$ cat config.mk
export PLATFORM = sky130hd
export DESIGN_NAME = load_store_unit
export DESIGN_NICKNAME = d
export VERILOG_FILES = /design/src/rtl/load_store_unit.sv
export SDC_FILE = /design/constraint.sdc
export NUM_CORES = 1
export LEC_CHECK = 0
export ABC_AREA = 1
export BUFFER_PORTS_ARGS = -buffer_cell sky130_fd_sc_hd__clkbuf_2
export CORE_ASPECT_RATIO = 0.75
export CORE_MARGIN = 4
export CORE_UTILIZATION = 45
export CTS_CLUSTER_SIZE = 28
export DETAILED_ROUTE_END_ITERATION = 8
export GPL_TIMING_DRIVEN = 0
export MAX_ROUTING_LAYER = met4
export PLACE_DENSITY = 0.78
export SYNTH_ARGS = -nofsm -noshare
export SYNTH_HDL_FRONTEND = slang
export SYNTH_SLANG_ARGS = --single-unit
$ cat constraint.sdc
create_clock -name clk_i -period 3.1 [get_ports clk_i]
set_input_delay 0.31 -clock clk_i [delete_from_list [all_inputs] [get_ports clk_i]]
set_output_delay 0.31 -clock clk_i [all_outputs]
set_load 0.05 [all_outputs]
$ cat src/rtl/load_store_unit.sv
// Memory-access stage: turns an ALU-computed address into a single req/ack bus transaction,
// lane-aligns store data and sign/zero-extends load data, stalling the core until it completes.
module load_store_unit #(
  parameter int unsigned TIMEOUT_CYCLES = 255
) (
  input  logic        clk_i,
  input  logic        rst_ni,
  input  logic        start_i,
  input  logic        is_load_i,
  input  logic        is_store_i,
  input  logic [2:0]  funct3_i,
  input  logic [31:0] addr_i,
  input  logic [31:0] wdata_i,
  output logic        stall_o,
  output logic        done_o,
  output logic        fault_o,
  output logic [31:0] rdata_o,
  output logic        bus_req_o,
  output logic        bus_we_o,
  output logic [31:0] bus_addr_o,
  output logic [3:0]  bus_be_o,
  output logic [31:0] bus_wdata_o,
  input  logic        bus_ack_i,
  input  logic [31:0] bus_rdata_i
);

  localparam logic [1:0] StIdle = 2'd0;
  localparam logic [1:0] StReq  = 2'd1;
  localparam logic [1:0] StResp = 2'd2;
  localparam logic [1:0] StErr  = 2'd3;

  // Last counter value before giving up: bus_req is held exactly TIMEOUT_CYCLES cycles.
  localparam logic [15:0] TimeoutLast = 16'(TIMEOUT_CYCLES - 1);

  logic [1:0]  state_q, state_d;
  logic [15:0] cnt_q, cnt_d;
  logic        we_q;
  logic [2:0]  f3_q;
  logic [31:0] addr_q, wdata_q, rdata_q;

  logic        illegal, misaligned, bad;
  logic        in_req, accept;
  logic [7:0]  ld_byte;
  logic [15:0] ld_half;
  logic [31:0] ld_val, st_data;
  logic [3:0]  st_be;

  always_comb begin
    illegal = 1'b0;
    if (is_load_i == is_store_i) begin
      illegal = 1'b1;
    end else if (is_load_i) begin
      illegal = (funct3_i == 3'd3) || (funct3_i[2:1] == 2'b11);
    end else begin
      illegal = funct3_i[2] || (funct3_i[1:0] == 2'b11);
    end
    misaligned = ((funct3_i[1:0] == 2'b01) && addr_i[0]) ||
                 ((funct3_i[1:0] == 2'b10) && (addr_i[1:0] != 2'b00));
    bad = illegal | misaligned;
  end

  assign accept = (state_q == StIdle) && start_i;
  assign in_req = (state_q == StReq);

  always_comb begin
    state_d = state_q;
    cnt_d   = cnt_q;
    case (state_q)
      StIdle: begin
        if (start_i) begin
          state_d = bad ? StErr : StReq;
          cnt_d   = 16'd0;
        end
      end
      StReq: begin
        // An ack in the timeout cycle still completes the access.
        if (bus_ack_i) begin
          state_d = StResp;
        end else if (cnt_q == TimeoutLast) begin
          state_d = StErr;
        end else begin
          cnt_d = cnt_q + 16'd1;
        end
      end
      default: state_d = StIdle;
    endcase
  end

  always_ff @(posedge clk_i or negedge rst_ni) begin
    if (!rst_ni) begin
      state_q <= StIdle;
      cnt_q   <= 16'd0;
      we_q    <= 1'b0;
      f3_q    <= 3'd0;
      addr_q  <= 32'd0;
      wdata_q <= 32'd0;
      rdata_q <= 32'd0;
    end else begin
      state_q <= state_d;
      cnt_q   <= cnt_d;
      if (accept) begin
        we_q    <= is_store_i;
        f3_q    <= funct3_i;
        addr_q  <= addr_i;
        wdata_q <= wdata_i;
      end
      if (in_req && bus_ack_i) begin
        rdata_q <= bus_rdata_i;
      end
    end
  end

  always_comb begin
    case (addr_q[1:0])
      2'd0:    ld_byte = rdata_q[7:0];
      2'd1:    ld_byte = rdata_q[15:8];
      2'd2:    ld_byte = rdata_q[23:16];
      default: ld_byte = rdata_q[31:24];
    endcase
    ld_half = addr_q[1] ? rdata_q[31:16] : rdata_q[15:0];
    case (f3_q[1:0])
      2'd0:    ld_val = {{24{~f3_q[2] & ld_byte[7]}}, ld_byte};
      2'd1:    ld_val = {{16{~f3_q[2] & ld_half[15]}}, ld_half};
      default: ld_val = rdata_q;
    endcase
    case (f3_q[1:0])
      2'd0: begin
        st_be   = 4'b0001 << addr_q[1:0];
        st_data = {4{wdata_q[7:0]}};
      end
      2'd1: begin
        st_be   = 4'b0011 << addr_q[1:0];
        st_data = {2{wdata_q[15:0]}};
      end
      default: begin
        st_be   = 4'b1111;
        st_data = wdata_q;
      end
    endcase
  end

  // Illegal requests go straight to the fault pulse without holding the pipeline.
  assign stall_o     = (accept && !bad) || in_req;
  assign done_o      = (state_q == StResp) || (state_q == StErr);
  assign fault_o     = (state_q == StErr);
  assign rdata_o     = ((state_q == StResp) && !we_q) ? ld_val : 32'd0;
  assign bus_req_o   = in_req;
  assign bus_we_o    = in_req & we_q;
  assign bus_addr_o  = in_req ? {addr_q[31:2], 2'b00} : 32'd0;
  assign bus_be_o    = in_req ? st_be : 4'd0;
  assign bus_wdata_o = (in_req && we_q) ? st_data : 32'd0;

endmodule

==> results by group, run 1 <==
Timing
  • Final hold vios: 0
  • RSZ-0062 raised after global routing: false
  • Minimum clock period: 2730 ps
  • Worst Tran Pin Value: 696 ps
  • Rel. slew slack: 53.6%
  • Period utilisation layout: 88.2%
  • Setup Skew: 7.39 ps
  • Final Setup Violations: 0
  • Setup TNS: 0 ps
  • F_max: 0.366 GHz
  • WHS: 137 ps
  • Slew Viols, Final: 0

Status
  • Status: completed

Yosys
  • Synth top area cells: dfrtp_1, nand2_1, mux2_2
  • Synth Area in Compound Gates: 9.34%
  • Cell variety after synth: 32
  • Synth top area share: 46.0%
  • Post-synth EDFFs: 0
  • Synth Warn #: 0
  • Post-synth ARST share: 100%
  • Post-Synth XOR/XNOR Area: 0.273%
  • Post-Synth Adder-Cell Area: 0.390%
  • Post-synthesis mux area share: 9.48%
  • Largest family of logic cells by synthesized area: simple AND/OR/NAND/NOR gates
  • Simple logic cell fraction of the synthesized area: 25.8%
  • Dominant cell type by area after synthesis: dfrtp_1
  • Post-Synthesis Cells: 805
  • Mapped Area: 0.00642 mm^2
  • Post-synthesis register bit count: 118
  • Register area share after synthesis: 46.0%
  • Syn avg cell area: 7.97 um^2
  • Synth Flop Type: dfrtp_1

Power
  • Maximum vdd drop: 0.540 mV
  • Pwr/cell area: 1160 mW/mm^2
  • Leak pwr: 0.00451 uW

Route
  • Antenna-violating nets left: 0
  • WL/cell: 15.8 um
  • # DRC: 0
  • DRT Pass-1 Iters: 7
  • Initial drt markers: 445
  • Routed WL: 19.3 mm
  • Post-DR vias/cell: 5.10
  • Routed vias: 6229

Clock tree
  • Post-CTS sizing: 0
  • Clk pin slew, worst setup/hold paths: 60 ps
  • Setup Fix Bufs, Post-CTS: 0
  • CTS H-Tree Depth: 4
  • CTS tree: yes
  • Root Buffer: clkbuf_16
  • CTS max path bufs: 2
  • Cts hold-fix bufs: 1
  • Worst-Skew Late Latency: 400 ps
  • TritonCTS Sinks: 118
  • CTS Buf Count: 17

Setup path
  • Setup crit start kind: register
  • Required @ worst endpoint: 2790 ps
  • Worst reg2reg path endpoint: f3_q[0]$_DFFE_PN0P_
  • Worst r2r src: state_q[1]$_DFFE_PN0P_
  • WP buf/inv: 4
  • R2R cell count: 6
  • Arr. time, crit path: 2420 ps
  • Slowest cell on the critical path: dfrtp_1
  • Crit Path Class: reg2out
  • Crit Path Max Fanout: 10
  • Crit path largest cell delay: 370 ps
  • CP Capture Type: primary output
  • CP most frequent cell: nor2_1
  • CP top delay family: simple AND/OR/NAND/NOR gates
  • Setup slack, reg-to-reg: 1330 ps
  • Cell Chain, Critical Path: buf_6 -> clkinv_2 -> nand2_1 -> nor2_1 -> nand3_2 -> nand3_1 -> nand2_2 -> buf_4 -> nor2_1 -> clkbuf_2

Min path
  • Hold Path Class: in2reg
  • Min-delay src: bus_rdata_i[17]
  • Min-Delay Path Depth: 2
  • Hold Path Sink: rdata_q[17]$_DFFE_PN0P_

Floorplan
  • Ports: 210
  • Initial core utilization: 46.4%
  • Chip Width: 146 um
  • Die Area: 0.0163 mm^2
  • FP Rows: 37
  • Die height: 111 um
  • Core Area: 0.0138 mm^2

Global route
  • First-pass GRT wire length: 31.2 mm
  • Largest net degree at the start of global routing: 95
  • Vias in the first global route: 6060
  • Initial antenna violation count: 0
  • Grt ovf: 0
  • GRT Total Usage: 24.5%

Layout
  • Share of layout cells above drive strength 1: 34.2%
  • Most common cell after layout, fill and taps aside: clkbuf_2
  • Number of diodes: 0
  • Commonest cells after routing, fill and taps aside: clkbuf_2, nand2_1, nor2_1, dfrtp_1, inv_1
  • Final #Nets: 1141
  • Area grow syn2layout: 30.5%

Placement
  • Port bufs: 207
  • Placed wire-length estimate: 14.5 mm
  • Placer Congestion: 0.955

Flow run
  • Max Cap Viol: 0
state kept, by name, summed over array words and instances, names as in the netlist:
| register | cells |
|---|---|
| state_q | 2 |
| rdata_q | 32 |
| wdata_q | 32 |
| addr_q | 32 |
| we_q | 1 |
| cnt_q | 16 |
| f3_q | 3 |
worst register-to-register path, stage by stage (launching register included):
cell,delay (ps)
dfrtp_1,490
nor2_1,260
nand2_2,200
buf_4,230
buf_2,210
nor2_1,190
a21oi_1,70
stage by stage:
stage / instances / setup slack (ps) / instance area (um^2) / total power, uW / utilization, %
after floorplan: 806 / 478 / 6420 / 6300 / -
after global placement: 1188 / -132 / 7680 / 7470 / 55.5
after detailed placement: 1189 / 789 / 7710 / 7560 / 55.7
after CTS: 1222 / 353 / 8370 / 9750 / 60.5
after global routing: 1222 / 228 / 8370 / 10300 / 60.5
final: 1222 / 365 / 8370 / 9710 / 60.5
where the power goes:
group / internal [uW] / leakage [uW] / switching, uW
Sequential: 2210 / 0.00139 / 439
Clock: 1440 / 0.000317 / 714
Combinational: 1410 / 0.00280 / 3490
metal layers:
metal,vias up,global-route usage [%],share of wire [%]
met5,-,-,0
met4,0,6.70,1.7
met3,23,5.21,8.1
met2,288,36.5,44
met1,2904,34.1,46
li1,3014,-,-
worst max path at each step:
stage / start / end / slack, ps / cells after the start
3_5_place_dp: state_q[1]$_DFFE_PN0P_ / stall_o / 790 / 6
2_1_floorplan: state_q[1]$_DFFE_PN0P_ / bus_wdata_o[15] / 480 / 6
5_1_grt: f3_q[1]$_DFFE_PN0P_ / rdata_o[26] / 230 / 10
4_1_cts: state_q[1]$_DFFE_PN0P_ / stall_o / 350 / 6
3_3_place_gp: rst_ni / addr_q[30]$_DFFE_PN0P_ / -130 / 1
6_report: f3_q[1]$_DFFE_PN0P_ / rdata_o[26] / 370 / 10
synth_stat cells (2+ instances only):
cell type,number
dfrtp_1,118
o22ai_1,8
o21ai_0,25
inv_1,81
ha_1,2
nor3_1,5
nand3_2,3
buf_2,15
buf_4,6
nor2_8,2
nor2_4,3
mux2_2,54
a31oi_1,8
o21ai_2,11
nand4_1,4
nand2_2,14
nand2_1,166
nand3_1,37
buf_6,3
nor2_1,160
clkbuf_1,12
a21oi_1,54
inv_2,5
layout make-up:
cell class	instances	area [um^2]
Tap cell	175	219
Clock buffer	22	484
Timing Repair Buffer	209	1080
Buffer	38	223
Sequential cell	118	2950
Fill cell	1253	5470
Clock inverter	10	168
Multi-Input combinational cell	562	2910
Inverter	88	332
cell families after synthesis:
| group | count (synthesis) |
|---|---|
| muxes | 54 |
| adders and majority gates | 2 |
| xor gates and xnor gates | 2 |
| and+or+nand+nor | 395 |
| other | 1 |
| DFF | 118 |
| AOI/OAI and AO/OA | 107 |
| buffers and inverters | 126 |
Power figures use the tool's default switching activity.
==> run 2: changes to the inputs <==
--- a/config.mk
+++ b/config.mk
@@ -7,7 +7,7 @@
 export LEC_CHECK = 0
 export ABC_AREA = 1
 export BUFFER_PORTS_ARGS = -buffer_cell sky130_fd_sc_hd__clkbuf_2
-export CORE_ASPECT_RATIO = 0.75
+export CORE_ASPECT_RATIO = 2
 export CORE_MARGIN = 4
 export CORE_UTILIZATION = 45
 export CTS_CLUSTER_SIZE = 28
==> run 2 against run 1 <==
Worst hold slack lost 8.5 ps. Largest power group unchanged. Maximum frequency increased by 4.3%. Sequential cell count is the same. Sequential share of layout area grew 0.33 points. Register-to-register slack better by 70 ps. Non-clock buffer count is the same. First-iteration DRC count shrank 32%. Via count is 1.6% higher. Global-route usage is 0.19 points higher. Clock power fell by 14%.
==> results by group, run 2 (same netlist as run 1, synthesis figures left out) <==
Status
  • Status: completed

Placement
  • Area after DPL: 0.00773 mm^2
  • Placed wire-length estimate: 15.0 mm
  • Inst Count DP: 1203
  • Port bufs: 207
  • Placer Congestion: 0.905

Route
  • Antenna-violating nets left: 0
  • WL/cell: 15.7 um
  • Routed WL: 19.4 mm
  • # DRC: 0
  • DRT Pass-1 Iters: 5
  • Post-DR vias/cell: 5.12
  • Routed vias: 6326
  • Initial drt markers: 301

Power
  • Tot Pwr: 9410 uW
  • Maximum vdd drop: 0.639 mV
  • Pwr/cell area: 1130 mW/mm^2
  • Leak pwr: 0.00446 uW

Setup path
  • CP Capture Type: primary output
  • Crit Path Class: reg2out
  • Required @ worst endpoint: 2790 ps
  • Crit Path Max Fanout: 10
  • Setup crit start kind: register
  • Arr. time, crit path: 2310 ps

Global route
  • Initial antenna violation count: 0
  • Vias in the first global route: 6533
  • GRT Total Usage: 24.7%
  • First-pass GRT wire length: 30.9 mm
  • Grt ovf: 0
  • Largest net degree at the start of global routing: 82

Layout
  • Area grow syn2layout: 29.3%
  • Layout fillers: 1288
  • Final #Nets: 1141
  • Commonest cells after routing, fill and taps aside: clkbuf_2, nand2_1, nor2_1, dfrtp_1, inv_1
  • Number of diodes: 0
  • Finished Core Util: 59.4%
  • Largest registers: addr_q (32), rdata_q (32), wdata_q (32)
  • Fin cells: 1236
  • Fin area: 0.00830 mm^2
  • Most common cell after layout, fill and taps aside: clkbuf_2
  • Share of layout cells above drive strength 1: 34.3%

Timing
  • Rel. slew slack: 62.5%
  • Minimum clock period: 2620 ps
  • F_max: 0.381 GHz
  • Setup Skew: 7.75 ps
  • Slew Viols, Final: 0
  • Final Setup Violations: 0
  • Worst Tran Pin Value: 563 ps
  • Final hold vios: 0
  • Period utilisation layout: 84.6%
  • RSZ-0062 raised after global routing: false

Clock tree
  • Root Buffer: clkbuf_16
  • CTS H-Tree Depth: 4
  • TritonCTS Sinks: 118
  • CTS Buf Count: 17
  • Post-CTS sizing: 0
  • CTS max path bufs: 2
  • Worst-Skew Late Latency: 410 ps
  • CTS tree: yes
  • Clk pin slew, worst setup/hold paths: 60 ps

Floorplan
  • Die Area: 0.0164 mm^2
  • FP Rows: 61
  • Die height: 177 um
  • Ports: 210
  • Initial core utilization: 45.9%
  • Chip Width: 92.4 um
  • Core Area: 0.0140 mm^2

Flow run
  • Max Cap Viol: 0

Min path
  • Hold Path Class: in2reg
run 2: routing by layer:
layer / vias to the layer above / global-route usage (%) / wire [um]
met4: 0 / 12.7 / 866
li1: 3007 / - / -
met3: 65 / 4.30 / 1190
met5: - / - / 0
met1: 2972 / 25.1 / 6910
met2: 282 / 44.7 / 10400
run 2: path summary, 6_finish.rpt:
path	startpoint	endpoint	slack (ps)	cells past startpoint
worst max register to register	cnt_q[0]$_DFFE_PN0P_	cnt_q[12]$_DFFE_PN0P_	1400	7
worst max-delay path	f3_q[1]$_DFFE_PN0P_	bus_wdata_o[19]	480	7
max in group asynchronous	rst_ni	cnt_q[9]$_DFFE_PN0P_	2010	3
worst min-delay path	wdata_i[16]	wdata_q[16]$_DFFE_PN0P_	130	2
worst min register to register	f3_q[2]$_DFFE_PN0P_	f3_q[2]$_DFFE_PN0P_	490	2
min in group asynchronous	rst_ni	addr_q[18]$_DFFE_PN0P_	360	2
run 2: cell type report:
type                            count  area (um^2)  area share, %
Clock inverter                     14          118           1.42
Buffer                             38          223           2.68
Inverter                           88          332           4.00
Sequential cell                   118         2950           35.6
Timing Repair Buffer              209         1080           13.0
Tap cell                          189          236           2.85
Multi-Input combinational cell    562         2910           35.1
Clock buffer                       18          439           5.29
run 2: what timing repair did:
item / 4_1_cts / 5_1_grt
endpoints found under the hold margin: 37 / 0
setup buffers: 0 / 0
endpoints found under the setup margin: 0 / 0
hold buffers: 1 / 0
run 2: per-stage QoR:
stage	worst slack [ps]	hold slack [ps]	TNS [ps]
floorplan	478	14.4	0
global placement	-71.6	470	-7260
detailed placement	906	243	0
CTS	471	119	0
global route	265	114	0
finish	477	129	0
run 2: report_power, final:
| group | total (uW) | switching, uW | leakage, uW | internal (uW) |
|---|---|---|---|---|
| sequential | 2690 | 473 | 0.00139 | 2210 |
| combinational | 4880 | 3480 | 0.00280 | 1410 |
| clock | 1850 | 783 | 0.000266 | 1060 |
run 2: worst max-delay path, cell delays in order, from the launching register on:
cell,delay (ps)
dfrtp_1,370
buf_6,140
clkinv_2,60
buf_2,230
clkbuf_1,420
nand2_1,90
a21oi_1,250
clkbuf_2,340
